[src/rtl/fetch_stage_pkg.sv]
// Shared fetch-stage types: packet layout, state encoding, opcodes and slot sizing.
// FETCH_STATIC_PREDICT_EN selects static prediction in fetch_stage; the types are common to both builds.
`ifndef N
`define N 2
`endif
`ifndef NUM_SCALAR_BITS
`define NUM_SCALAR_BITS 2
`endif

package fetch_stage_pkg;

  localparam int unsigned NumSlots   = `N;
  localparam int unsigned ScalarBits = `NUM_SCALAR_BITS;

  localparam logic [6:0] OP_JAL    = 7'b1101111;
  localparam logic [6:0] OP_BRANCH = 7'b1100011;

  typedef struct packed {
    logic [31:0] inst;
    logic [31:0] PC;
    logic [31:0] NPC;
    logic        pred_taken;
  } FETCH_PACKET;

  typedef enum logic [1:0] {REQ, WAIT, STREAM, DROP} fetch_state_t;

endpackage

[src/rtl/fetch_predecode.sv]
// Static predecode for one fetch slot: JAL and backward B-type are predicted taken.
// Only compiled when FETCH_STATIC_PREDICT_EN is defined.
`ifdef FETCH_STATIC_PREDICT_EN
module fetch_predecode
  import fetch_stage_pkg::*;
(
  input  logic [31:0] inst_i,
  input  logic [31:0] pc_i,
  output logic        pred_taken_o,
  output logic [31:0] target_o
);

  logic [31:0] imm_j;
  logic [31:0] imm_b;
  logic [31:0] target;

  always_comb begin
    imm_j = {{12{inst_i[31]}}, inst_i[19:12], inst_i[20], inst_i[30:21], 1'b0};
    imm_b = {{20{inst_i[31]}}, inst_i[7], inst_i[30:25], inst_i[11:8], 1'b0};
    pred_taken_o = 1'b0;
    target       = pc_i + 32'd4;
    if (inst_i[6:0] == OP_JAL) begin
      pred_taken_o = 1'b1;
      target       = pc_i + imm_j;
    end else if (inst_i[6:0] == OP_BRANCH && inst_i[31]) begin
      pred_taken_o = 1'b1;
      target       = pc_i + imm_b;
    end
    // Fetch PC stays word aligned even for a half-word target.
    target_o = target & ~32'd3;
  end

endmodule
`endif

[src/rtl/fetch_stage.sv]
// Front-end fetch: one outstanding line request, streams up to NumSlots packets per cycle.
// Define FETCH_STATIC_PREDICT_EN to add per-slot static prediction via fetch_predecode.
module fetch_stage
  import fetch_stage_pkg::*;
#(
  parameter int unsigned LINE_INSTS = 4,
  parameter logic [31:0] RESET_PC   = 32'h0
) (
  input  logic                           clock,
  input  logic                           reset,
  input  logic                           restore_valid,
  input  logic [31:0]                    restore_pc,
  input  logic [ScalarBits-1:0]          inst_buffer_spots,
  output logic                           icache_req_valid,
  output logic [31:0]                    icache_req_addr,
  input  logic                           icache_req_ready,
  input  logic                           icache_rsp_valid,
  input  logic [32*LINE_INSTS-1:0]       icache_rsp_line,
  output FETCH_PACKET [NumSlots-1:0]     inst_buffer_inputs,
  output logic [ScalarBits-1:0]          inst_valid
);

  localparam int unsigned OffBits  = $clog2(LINE_INSTS);
  localparam int unsigned LineBits = OffBits + 2;
  localparam logic [31:0] LineMask = ~(32'(4 * LINE_INSTS) - 32'd1);

  fetch_state_t            state_q, state_d;
  logic [31:0]             pc_q, pc_d;
  logic [32*LINE_INSTS-1:0] line_q, line_d;
  logic [31:0]             line_base_q, line_base_d;
  logic                    line_valid_q, line_valid_d;

  logic [OffBits-1:0]           off;
  logic [NumSlots-1:0][31:0]    slot_pc;
  logic [NumSlots-1:0][31:0]    slot_inst;
  logic [NumSlots-1:0][31:0]    slot_npc;
  logic [NumSlots-1:0]          slot_taken;
  int unsigned                  grp_len;

  assign off = pc_q[LineBits-1:2];

  for (genvar s = 0; s < NumSlots; s++) begin : g_slot
    logic [OffBits:0] idx;
    assign idx          = {1'b0, off} + (OffBits + 1)'(s);
    assign slot_pc[s]   = pc_q + 32'(4 * s);
    assign slot_inst[s] = (idx < (OffBits + 1)'(LINE_INSTS)) ?
                          line_q[32*idx[OffBits-1:0] +: 32] : '0;
`ifdef FETCH_STATIC_PREDICT_EN
    logic [31:0] target;
    fetch_predecode u_predecode (
      .inst_i       (slot_inst[s]),
      .pc_i         (slot_pc[s]),
      .pred_taken_o (slot_taken[s]),
      .target_o     (target)
    );
    assign slot_npc[s] = slot_taken[s] ? target : slot_pc[s] + 32'd4;
`else
    assign slot_taken[s] = 1'b0;
    assign slot_npc[s]   = slot_pc[s] + 32'd4;
`endif
  end

  // Group length: slot budget, buffer room, rest of line, then cut after first taken slot.
  always_comb begin
    grp_len = NumSlots;
    if (32'(inst_buffer_spots) < grp_len) grp_len = 32'(inst_buffer_spots);
    if (LINE_INSTS - 32'(off) < grp_len) grp_len = LINE_INSTS - 32'(off);
    for (int unsigned s = 0; s < NumSlots; s++) begin
      if (slot_taken[s] && s < grp_len) grp_len = s + 1;
    end
  end

  always_comb begin
    state_d            = state_q;
    pc_d               = pc_q;
    line_d             = line_q;
    line_base_d        = line_base_q;
    line_valid_d       = line_valid_q;
    icache_req_valid   = 1'b0;
    icache_req_addr    = pc_q & LineMask;
    inst_valid         = '0;
    inst_buffer_inputs = '0;

    unique case (state_q)
      REQ: begin
        icache_req_valid = !restore_valid;
        if (icache_req_valid && icache_req_ready) state_d = WAIT;
      end
      WAIT: begin
        if (icache_rsp_valid) begin
          line_d       = icache_rsp_line;
          line_base_d  = pc_q & LineMask;
          line_valid_d = 1'b1;
          state_d      = STREAM;
        end
      end
      STREAM: begin
        if (line_valid_q && grp_len != 0) begin
          for (int unsigned s = 0; s < NumSlots; s++) begin
            if (s < grp_len) begin
              inst_buffer_inputs[s] = '{inst: slot_inst[s], PC: slot_pc[s],
                                        NPC: slot_npc[s], pred_taken: slot_taken[s]};
              pc_d = slot_npc[s];
            end
          end
          inst_valid = ScalarBits'(grp_len);
          if ((pc_d & LineMask) != line_base_q) begin
            line_valid_d = 1'b0;
            state_d      = REQ;
          end
        end
      end
      DROP: begin
        if (icache_rsp_valid) state_d = REQ;
      end
      default: state_d = REQ;
    endcase

    // Redirect wins; a request still in flight must have its response thrown away.
    if (restore_valid) begin
      inst_valid         = '0;
      inst_buffer_inputs = '0;
      pc_d               = restore_pc;
      line_valid_d       = 1'b0;
      state_d            = ((state_q == WAIT || state_q == DROP) && !icache_rsp_valid) ?
                           DROP : REQ;
    end

    if (reset) begin
      icache_req_valid   = 1'b0;
      inst_valid         = '0;
      inst_buffer_inputs = '0;
    end
  end

  always_ff @(posedge clock) begin
    if (reset) begin
      state_q      <= REQ;
      pc_q         <= RESET_PC;
      line_q       <= '0;
      line_base_q  <= '0;
      line_valid_q <= 1'b0;
    end else begin
      state_q      <= state_d;
      pc_q         <= pc_d;
      line_q       <= line_d;
      line_base_q  <= line_base_d;
      line_valid_q <= line_valid_d;
    end
  end

endmodule
[config.mk]
export PLATFORM = sky130hd
export DESIGN_NAME = fetch_stage
export DESIGN_NICKNAME = d
export VERILOG_FILES = /design/src/rtl/fetch_stage_pkg.sv /design/src/rtl/fetch_predecode.sv /design/src/rtl/fetch_stage.sv
export SDC_FILE = /design/constraint.sdc
export NUM_CORES = 1
export LEC_CHECK = 0
export ABC_AREA = 1
export CAP_MARGIN = 40
export CORE_MARGIN = 2
export CORE_UTILIZATION = 25
export CTS_BUF_LIST = sky130_fd_sc_hd__clkbuf_16
export CTS_CLUSTER_SIZE = 14
export DETAILED_ROUTE_END_ITERATION = 12
export PLACE_DENSITY_LB_ADDON = 0.3
export RECOVER_POWER = 25
export SLEW_MARGIN = 20
export SYNTH_ARGS = -nofsm -noshare
export SYNTH_HDL_FRONTEND = slang
export SYNTH_SLANG_ARGS = --single-unit
[constraint.sdc]
create_clock -name clock -period 5.6 [get_ports clock]
set_input_delay 0.84 -clock clock [delete_from_list [all_inputs] [get_ports clock]]
set_output_delay 0.84 -clock clock [all_outputs]
set_load 0.02 [all_outputs]
==> run summary, run 1 <==
The run finished, with violations left. The checks that failed: max-capacitance violations, max-slew violations. The number of design rule violations left after detail routing is 0.

The peak supply drop is 0.193 mV. The total standard cell area after synthesis came out at 0.0131 mm2. The normalized max-slew margin is -20.7%. The hold violation total from the final report came out at 0. For this run, the register share of the synthesized area comes to 29.2%.

The transition at the pin with the smallest max-transition slack came out at between 1500 and 2000 ps. The maximum root-to-sink buffer count is 2. At the end of routability-driven placement, the weighted congestion stood at 0.926.

Dividing total power by cell area gives a power density of 219 mW/mm2. The share of the synthesized area in the top cell type came out at 29.2%. The number of global-route vias before repair is 15400.

In this run the remaining antenna-violating nets after routing total 0. The leakage power figure is around 0.0063 uW. The clock skew came out at ~20 ps. The number of cells on the worst hold path is 2. CTS placed an instance of clkbuf_16 at the clock tree root. For the worst setup path, the data arrival time is between 4000 and 5000 ps.

The layout cell share with drive strength beyond 1 is 6.32%. In the synthesized netlist the async set-or-reset flop fraction comes to 0%. The clock transition at the register clock pins on the worst setup and hold paths after CTS is about 80 ps. The relative area change from synthesis to final layout is 37.7%.

The flip-flop cell with the highest count after synthesis is dfxtp_1. After synthesis, the most frequently instantiated cells are 474 x nand2_1, 332 x a21oi_1, 211 x nor2_1, 204 x o21ai_0, 197 x nand3_1. The number of distinct library cell variants in the gate-level netlist after synthesis came out at 38. The number of max-capacitance violations reported is 2.

The largest total area in the synthesized netlist belongs to dfxtp_1. For this run, the total global-route usage over all layers was measured as a little under a quarter. For this design the top-level I/O count stands at 396. The total congestion overflow after global routing is 0. The path class of the tightest hold or removal check is reg2reg. The via count of the routed design is 16000. STA classifies the critical path endpoint as an output port. The total core area is 0.0515 mm2. Once the floorplan was initialized, standard cells occupied 25.4% of the core. Entering global routing, the biggest net connects 130 pins.

Once routing completed, OpenROAD measured the worst setup slack at around 330 ps. The highest fanout seen on the critical path is 37. At the worst endpoint, the required time is 4760 ps.

By area the synthesized netlist is led by dfxtp_1 29%, nand2_1 14%, a21oi_1 13%. The share of the cycle needed by the critical path after routing came out at 94.2%. The die outline width came out at 233 um.

Each instance of the synthesized netlist takes up on average 6.02 um2. The critical path is of the reg2out type. The die is between 200 and 250 um tall. The cell count after synthesis came out at 2173. The detailed-router iteration count before antenna repair is 5. The number of antenna violations at the first check in global routing was 8.

STA classifies the critical path startpoint as a flip-flop. The worst slack at placement is 512 ps. Hold timing on the final database bottoms out at a slack of between 400 and 500 ps. The number of I/O port buffers came out at 389.

The die area came out at approximately 0.054 mm2. Adding up every negative setup slack in the final design gives 0 ps. Yosys mapped a number of flops with a built-in enable equal to 0.

The clock drives 191 sinks. The first-iteration detailed-routing DRC count is 1349. Setup violations remaining at the end of the flow were counted as 0. The Yosys step of the flow raised 0 warnings.

The HPWL after detailed placement is 46200 um. In this run, post-CTS hold repair placed 0 buffers. The max-slew violation count came out at 81.

Derived from the worst setup path, the maximum achievable clock frequency is roughly 0.19 GHz. In the final routed layout, each cell accounts on average for 20.2 um. The number of cells on the worst reg-to-reg path is 9. The first global-routing pass estimated 94200 um of wire. The H-tree depth reported by CTS came out at 4. Among all cell types in the netlist, the one instantiated most often is nand2_1. Subtracting the final worst setup slack from the clock period gives about 5300 ps.

Setup repair after global routing left no endpoint under its margin. In this run, synthesis produced a sequential element count of 191. The number of buffers created by CTS is 17. The average via count per standard cell came out at just over 5. The final net count came out at about 2600. The clock tree from TritonCTS is built. The row count is 83. The overall routed net length is 63400 um.

The number of filler cells placed in the layout is 5593. The source-to-sink clock delay at the later pin of the worst-skew pair is 510 ps.
-- state kept, by name, summed over array words and instances, names as in the netlist --
name	count
line_base_q	28
line_valid_q	1
line_q	128
pc_q	32
state_q	2
-- cell usage in the layout (no fill, tap or decap), types with 8 or more instances in the layout --
master / netlist / layout
o21ai_0: 204 / 204
o211ai_1: 9 / 9
a22oi_1: 14 / 14
dlygate4sd3_1: 0 / 17
nand3_1: 197 / 197
nor2_2: 12 / 14
a211oi_1: 32 / 32
clkbuf_16: 0 / 17
dfxtp_1: 191 / 189
nor2_4: 16 / 17
nor2_1: 211 / 208
a31oi_1: 25 / 25
nand3_2: 8 / 8
buf_4: 38 / 36
nand2_1: 474 / 472
clkdlybuf4s50_1: 0 / 362
inv_1: 181 / 181
nand2_2: 19 / 20
nand4_1: 18 / 18
a21oi_1: 332 / 332
-- final timing paths --
path	startpoint	endpoint	slack, ps
setup / recovery	pc_q[3]$_SDFFE_PP0P_	inst_buffer_inputs[129]	330
hold / removal	line_q[94]$_SDFFE_PP0P_	line_q[94]$_SDFFE_PP0P_	470
setup reg to reg	state_q[0]$_SDFFE_PP0P_	line_q[57]$_SDFFE_PP0P_	410
hold reg to reg	line_q[94]$_SDFFE_PP0P_	line_q[94]$_SDFFE_PP0P_	470
-- logic make-up (layout without fill, tap and decap cells) --
family                     after synthesis  count (layout)  synth area share (%)
other                                    1               9                0.0287
buffers and inverters                  379             654                  12.2
DFF                                    191             191                  29.2
and+or+nand+nor                        964             964                  32.2
adders and majority gates                4               4                 0.383
AOI/OAI and AO/OA                      627             627                  25.5
xor gates and xnor gates                 7               7                 0.469
-- worst max-delay path, stage by stage (launching register included) --
cell             delay (ps)
dfxtp_2                 340
buf_6                   330
ha_1                    280
nand2_1                 120
nor2_4                  320
nand2_1                 180
nor2_1                  280
nand2_1                  80
nand2_1                  70
nand2_1                 220
nor2_2                  250
nand2_1                  80
nor2_1                  190
nand3_1                 130
a21oi_1                 360
clkdlybuf4s50_1         700
-- through the flow --
step	total power [uW]	area, um2	utilization (%)	cells
after global placement	2660	17200	33.5	3092
after detailed placement	2690	17400	33.7	3098
after CTS	3980	18000	34.9	3130
after floorplan	2230	13100	-	2178
final	3950	18000	35.0	3136
after global routing	4140	18000	35.0	3134
-- report_power, final --
group / leakage, uW / switching, uW / internal (uW) / total (uW)
Sequential: 0.00156 / 92.7 / 1480 / 1570
Combinational: 0.00450 / 715 / 378 / 1090
Clock: 0.000276 / 692 / 592 / 1280
-- layer usage --
metal | up-vias | track usage [%] | part of all wire [%]
met5 | - | 0 | 0.14
met4 | 12 | 6.51 | 2.0
li1 | 7703 | - | -
met3 | 85 | 5.94 | 8.6
met1 | 7415 | 28.5 | 41
met2 | 735 | 39.2 | 48
-- cell type report --
cell class	instances	area [um2]	area share (%)
Inverter	191	719	4.00
Multi-Input combinational cell	1608	7710	42.8
Antenna cell	3	7.51	0.0417
Tap cell	680	851	4.72
Clock inverter	15	148	0.820
Sequential cell	191	3830	21.3
Timing Repair Buffer	431	4320	24.0
Clock buffer	17	425	2.36
-- what timing repair did --
action | CTS | global route
setup buffers | 0 | 0
gates resized for setup | 0 | 4
endpoints found under the setup margin | 0 | 61
Note: power is estimated with default switching activity, not from simulation.
==> run 2, diff against run 1 <==
PLACE_DENSITY_LB_ADDON = not set   (was 0.3)
clock period = 5.05 ns   (was 5.6 ns; I/O delays follow)
==> run 2 against run 1 <==
  * The flow still finishes with violations (max-capacitance violations, max-slew violations)
  * Count of clock-buffer cells in the layout unchanged
  * Routed wire length up 4.6%
  * Via count up 0.93%
  * Non-clock buffer count up 12
  * Core utilization up 0.085 points
  * Setup slack worse by 92 ps
  * Die area unchanged
  * First-iteration DRC count down 22%
  * Sequential power up 11%
  * Cell count up 0.26%
  * Critical path type is now in2out
  * Largest cell class unchanged
  * Highest routed layer unchanged
==> run summary, run 2 (synthesis gave the netlist of run 1 again) <==
The library cell used most frequently in the layout, excluding fill and tap cells, is nand2_1. The routability congestion estimate from global placement came out at 1.05. Subtracting the final worst setup slack from the clock period gives 4820 ps. The footprint of the multi-input gates is 0.00771 mm2. The starting density of the core is 25.4%.

In the final design database the tool counted 2623 nets. The number of I/O port buffers came out at 389. Between clock sinks in the finished design, the worst skew comes to 14.1 ps. The worst slack at placement is 300 ps. The critical path capture point type is an output port. The analysis attributes to cell leakage a power of around 0.0064 uW.

The met3 wirelength from detailed routing came out at 5840 um. The register with the most flip-flops in the layout has 128 of them. The final reports fail on max-capacitance violations, max-slew violations. The detailed-router iteration count before antenna repair came out at 5. The clock transition at the register clock pins on the worst setup and hold paths after CTS came out at 80 ps.

More flip-flops sit in one register than any other, and that register is line_q. The initialized floorplan defines between 80 and 90 standard-cell rows. The die area came out at 0.0542 mm2.

The number of global-route vias before repair came to 15600. The share of the cycle needed by the critical path after routing came out at 95.4%. The normalized max-slew margin came out at -38.9%. Measured along the x axis, the die boundary spans 233 um. The via count of the routed design came out at 16100. The overall routed net length came out at around 66000 um. In the routed layout, each cell is associated on average with a via count of ~5.

The repair_antennas step left the layout with diodes totalling 0. The share of the core filled with cells in the final layout is 35.0%. The peak supply drop came out at between 0.2 and 0.25 mV. The switching fraction of total power came out at 36.7%.

The largest registers in the layout are line_q (128), pc_q (32), line_base_q (28). The share of total power in combinational logic is 27.8%. The max-slew violation count came out at 177. The H-tree was split into 4 levels.

Static timing analysis puts the maximum clock frequency at 0.208 GHz. In this run the worst hold path is classified as reg2reg. The startpoint of the worst hold path is line_base_q[10]$_SDFFE_PP0P_. 396 I/O pins were placed. The power density normalized to cell area is 245 mW/mm2. After global routing the overflow that remains totals 0. The number of max-capacitance violations reported came out at 3. The internal power of the cells came out at 2800 uW. The hold violation total from the final report came out at 0. The critical path is of the in2out type. The maximum root-to-sink buffer count is 2. The height of the chip came out at about 230 um.

Setup repair after global routing left no endpoint under its margin. At the worst endpoint, the arrival time is 4060 ps. The first routing iteration left 1055 violations. The total core area is 0.0515 mm2. The final routed wire length divided by cell count is approximately 21 um. The highest fanout seen on the critical path is 35. The flow ran to the end, but the final reports show violations. The relative area change from synthesis to final layout came out at 38.0%. The number of antenna violations at the first check in global routing is 3. The worst setup path is launched from an input pin. The sequential fraction of design power is 39.3%.

Entering global routing, the biggest net connects 166 pins. Summed over all nets, wire length on met2 after detailed routing comes to 31000 um. The wire length of the first global-routing pass came out at 97200 um.

The clock share of power is 32.8%. The number of failing setup endpoints in the final timing report is 0. The clock tree from TritonCTS is built. The half-perimeter wire length after placement came out at 48200 um.

For this design the total switching power over the nets is 1620 uW. The startpoint identified for the worst register-to-register timing path is pc_q[2]$_SDFFE_PP0P_. The highest metal layer carrying signal wires in the routed design is met5. The worst hold slack came out at between 400 and 500 ps. The tree is rooted in a clkbuf_16. STA puts the critical path data required time at 4290 ps. Counting the fill cells in the layout gives 5651. The met1 layer wirelength in the final routing came out at 27700 um. The count of nets left with antenna violations once routing finished came out at 0. The overall fraction of global-route tracks in use is 24.0%. Summed over all failing endpoints, the final setup total negative slack is 0 ps. The layout cell share with drive strength beyond 1 is 7.06%. The transition at the pin with the smallest max-transition slack is approximately 2100 ps. The library cells used most frequently in the layout, excluding fill and tap cells, are 471 x nand2_1, 363 x clkdlybuf4s50_1, 332 x a21oi_1, 208 x nor2_1, 204 x o21ai_0. The start point of the critical path is restore_valid. The number of buffers created by CTS is 17. The area taken by flip-flops and latches came out at 0.00383 mm2. The source-to-sink clock delay at the later pin of the worst-skew pair came out at 500 ps. The number of design rule violations left after detail routing is 0. Clock tree synthesis found a total of 191 sinks. The minimum setup slack in the final design is between 200 and 250 ps.
## run 2: changes by cell type in the layout (fill, tap and decap cells not counted), moves of 2 or more
cell | before | now
bufinv_16 | 0 | 2
clkinv_8 | 2 | 0
buf_4 | 36 | 57
inv_8 | 4 | 2
diode_2 | 3 | 0
buf_6 | 3 | 0
inv_6 | 4 | 2
nand2_4 | 4 | 6
buf_16 | 3 | 1
dlygate4sd3_1 | 17 | 8
clkinv_4 | 1 | 3
## run 2: power by group through the flow
stage / clock network [uW] / registers [uW] / logic, uW
final: 1450 / 1740 / 1230
after detailed placement: 0 / 1770 / 1220
after floorplan: 0 / 1730 / 747
after global routing: 1550 / 1750 / 1350
after CTS: 1500 / 1730 / 1220
after global placement: 0 / 1760 / 1210
## run 2: final cells by class
type	count	area share, %
clock inverter	14	0.873
clock buffer	17	2.36
sequential	191	21.2
inverter	191	3.99
tap	680	4.71
multi-input combinational	1608	42.7
timing repair buffer	443	24.1
## run 2: final timing paths
check | endpoint | slack [ps] | cells after the start
hold / removal | line_base_q[10]$_SDFFE_PP0P_ | 470 | 2
hold reg to reg | line_base_q[10]$_SDFFE_PP0P_ | 470 | 2
setup / recovery | icache_req_valid | 230 | 6
setup reg to reg | state_q[0]$_SDFFE_PP0P_ | 940 | 20
## run 2: worst max-delay path: stages
cell and delay (ps):
clkdlybuf4s50_1 540, clkbuf_1 1510, clkinv_1 310, nand3_1 250, nor2_1 100, clkdlybuf4s50_1 570
## run 2: metrics by stage
| step | instances | power [uW] | area (um2) |
|---|---|---|---|
| CTS | 3141 | 4450 | 18000 |
| detailed placement | 3110 | 2990 | 17400 |
| floorplan | 2178 | 2480 | 13100 |
| global placement | 3106 | 2970 | 17400 |
| finish | 3144 | 4420 | 18100 |
| global route | 3144 | 4640 | 18100 |
## run 2: what timing repair did
item,CTS,global route
endpoints found under the setup margin,0,5
hold buffers,0,0
endpoints found under the hold margin,0,0
buffers inserted,0,2
resized for setup,0,2
## run 2: layer usage
layer  vias to the layer above  GRT usage (%)
met3                        83           6.57
met2                       713           39.8
met1                      7573           29.7
met5                         -              0
li1                       7726              -
met4                         4           8.06
==> run 3, diff against run 2 <==
CELL_PAD_IN_SITES_DETAIL_PLACEMENT = 1   (was not set)
CELL_PAD_IN_SITES_GLOBAL_PLACEMENT = 1   (was not set)
PLACE_DENSITY_LB_ADDON = 0.1   (was not set)
==> run 3 against run 2 <==
  * Sequential share of layout area about the same
  * Power down 0.44%
  * Global-route usage up 0.65 points
  * Largest power group unchanged
  * Count of clock-buffer cells in the layout unchanged
  * Design area about the same
  * Maximum frequency up 1.4%
  * Core utilization about the same
  * Critical endpoint is now inst_buffer_inputs[188]
  * Clock power about the same
  * The flow still finishes with violations (max-capacitance violations, max-slew violations)
==> run summary, run 3 (synthesis gave the netlist of run 1 again) <==
The first detailed-routing pass took 5 iterations. The H-tree depth reported by CTS is 4. Walking the worst path, the cells encountered are clkinv_1 > ha_2 > buf_6 > nand4_1 > nand2_1 > inv_2 > nor2_1 > nand2_4 > buf_4 > a211oi_1 > clkdlybuf4s50_1. Using the TritonRoute via totals, the vias-per-cell ratio works out to between 5 and 6.

The height of the chip is 233 um. Ranked by flip-flop count, first place goes to line_q. In the final layout, the share of cells above drive strength 1 is 6.30%. STA classifies the critical path endpoint as an output port.

The area taken by flip-flops and latches came out at 0.00383 mm2. Summed over all layers, the global routing overflow is 0. Entering global routing, the biggest net connects 100 pins. The total core area is just over 0.05 mm2. The peak supply drop is roughly 0.17 mV. The first-iteration detailed-routing DRC count came out at roughly 840.

The data arrival time of the critical path is approximately 4000 ps. The power density normalized to cell area came out at around 240 mW/mm2. The number of filler cells placed in the layout is 6647. The half-perimeter wire length after placement is 49600 um. The number of design rule violations left after detail routing is 0. The checks that failed: max-capacitance violations, max-slew violations. Measured against its own limit, the worst slew margin works out to -73.4%. The clock transition at the register clock pins on the worst setup and hold paths after CTS is ~80 ps.

The total clock sinks came out at 191. The row count came out at 83. The overall fraction of global-route tracks in use is 24.6%.

The number of buffers created by CTS is 17. The wire length of the first global-routing pass is 101000 um. STA classifies the critical path startpoint as a flip-flop. The routability congestion estimate from global placement came out at 0.877.

The max-slew violation count came out at 107. For the worst-skew pair, the clock arrives at the later sink with an insertion delay of 500 ps. The hold violation total from the final report is 0. The number of nets with antenna violations after detailed routing is 0. The number of global-route vias before repair came out at 16300. In this run the static leakage power is about 0.0064 uW. TritonCTS built the clock tree.

Setup repair after global routing left no endpoint under its margin. Detailed routing inserted a total of 15900 vias. The number of antenna violations at the first check in global routing is 13. After routing, the total negative slack on setup checks comes to 0 ps.

The category of the critical setup timing path is reg2out. The worst hold path belongs to the class reg2reg. The cell at the slowest stage of the critical path is clkdlybuf4s50_1. For this block, the routed nets add up to 67100 um of wire. The library cells used most frequently in the layout, excluding fill and tap cells, are 471 x nand2_1, 358 x clkdlybuf4s50_1, 332 x a21oi_1, 209 x nor2_1, 204 x o21ai_0. The peak per-stage delay on the critical path is 680 ps. The die outline width is around 230 um. The flip-flop count of the largest register, all copies and words added is around 130.

At the pin with the least slew margin, the transition time is 2600 ps. The maximum clock rate came out at 0.211 GHz. The cts-stage hold buffer count is 0.

The required time at the endpoint of the critical path is around 4300 ps. The die area came out at ~0.054 mm2. In this run the worst path has a maximum fanout of 45.

For this run, the post-layout net count is roughly 2600. The final critical path takes up 94.0% of the cycle. The starting density of the core came out at 25.4%.

Across the run, the number of max-cap violations was 3. Leaving out fill and tap cells, the most frequent cell in the layout is nand2_1. Hold timing on the final database bottoms out at a slack of 474 ps. In this run the clock root is driven by a clkbuf_16.

The count of pins on the block boundary came out at 396. In the final routed layout, each cell accounts on average for 21.3 um. The run finished, with violations left.

The number of I/O port buffers is 389. Across the routed clock network, the largest skew measured is 10.9 ps. The footprint of the multi-input gates is 0.00771 mm2. The final critical delay including setup and external delays came out at 4750 ps. The number of failing setup endpoints in the final timing report is 0. The largest registers in the layout are line_q (128), pc_q (32), line_base_q (28). The relative area change from synthesis to final layout came out at 38.1%. The maximum root-to-sink buffer count came out at 2.
## run 3: cell types whose count changed in the layout (fill, tap and decap cells not counted), moves of 3 or more
| cell | before | now |
|---|---|---|
| clkdlybuf4s50_1 | 363 | 358 |
| clkinv_2 | 1 | 5 |
| dlygate4sd3_1 | 8 | 28 |
| buf_12 | 7 | 4 |
| clkinvlp_4 | 3 | 0 |
| buf_6 | 0 | 3 |
| buf_4 | 57 | 38 |
## run 3: critical path, delay by kind of cell (launching register included)
kind | cells | cell delay, ps
buf+inv | 5 | 1480
simple gates | 4 | 840
flops | 1 | 480
compound gates | 1 | 290
fa+ha+maj | 1 | 380
## run 3: layout make-up
cell class              instances  area share [%]
repair buffers                440            24.2
inverters                     191            3.99
clock inverters                15           0.790
diodes                          2          0.0277
flip-flops and latches        191            21.2
well taps                     680            4.71
clock buffers                  17            2.36
multi-input cells            1608            42.7
## run 3: path summary, 6_finish.rpt
| path | slack (ps) | endpoint | from | cells past startpoint |
|---|---|---|---|---|
| worst max-delay path | 300 | inst_buffer_inputs[188] | pc_q[3]$_SDFFE_PP0P_ | 11 |
| worst min-delay path | 470 | line_q[51]$_SDFFE_PP0P_ | line_q[51]$_SDFFE_PP0P_ | 2 |
| worst max register to register | 570 | line_q[120]$_SDFFE_PP0P_ | state_q[0]$_SDFFE_PP0P_ | 6 |
| worst min register to register | 470 | line_q[51]$_SDFFE_PP0P_ | line_q[51]$_SDFFE_PP0P_ | 2 |
## run 3: routing by layer
layer / up-vias / wire length (um) / global-route usage [%]
li1: 7721 / - / -
met1: 7644 / 29100 / 30.4
met2: 422 / 32300 / 41.9
met3: 104 / 3640 / 5.38
met4: 16 / 1950 / 8.60
met5: - / 100 / 0
## run 3: power breakdown
part	internal, uW	leakage, uW	total [uW]	switching, uW
Combinational	421	0.00456	1220	801
Sequential	1640	0.00156	1740	96.8
Clock	728	0.000293	1440	711
## run 3: repair_timing
| action | 4_1_cts | 5_1_grt |
|---|---|---|
| buffers inserted | 3 | 0 |
| endpoints found under the setup margin | 20 | 72 |
| resized for setup | 2 | 5 |
| pin swaps | 1 | 0 |
| cloned | 0 | 0 |
## run 3: through the flow
step,cells,setup WS [ps],util [%],area (um2),power (uW)
2_1_floorplan,2178,434,-,13100,2480
3_3_place_gp,3100,359,33.6,17300,2960
3_5_place_dp,3107,328,33.9,17500,3010
4_1_cts,3142,122,35.1,18100,4460
5_1_grt,3143,19.3,35.0,18100,4650
6_report,3144,302,35.1,18100,4400
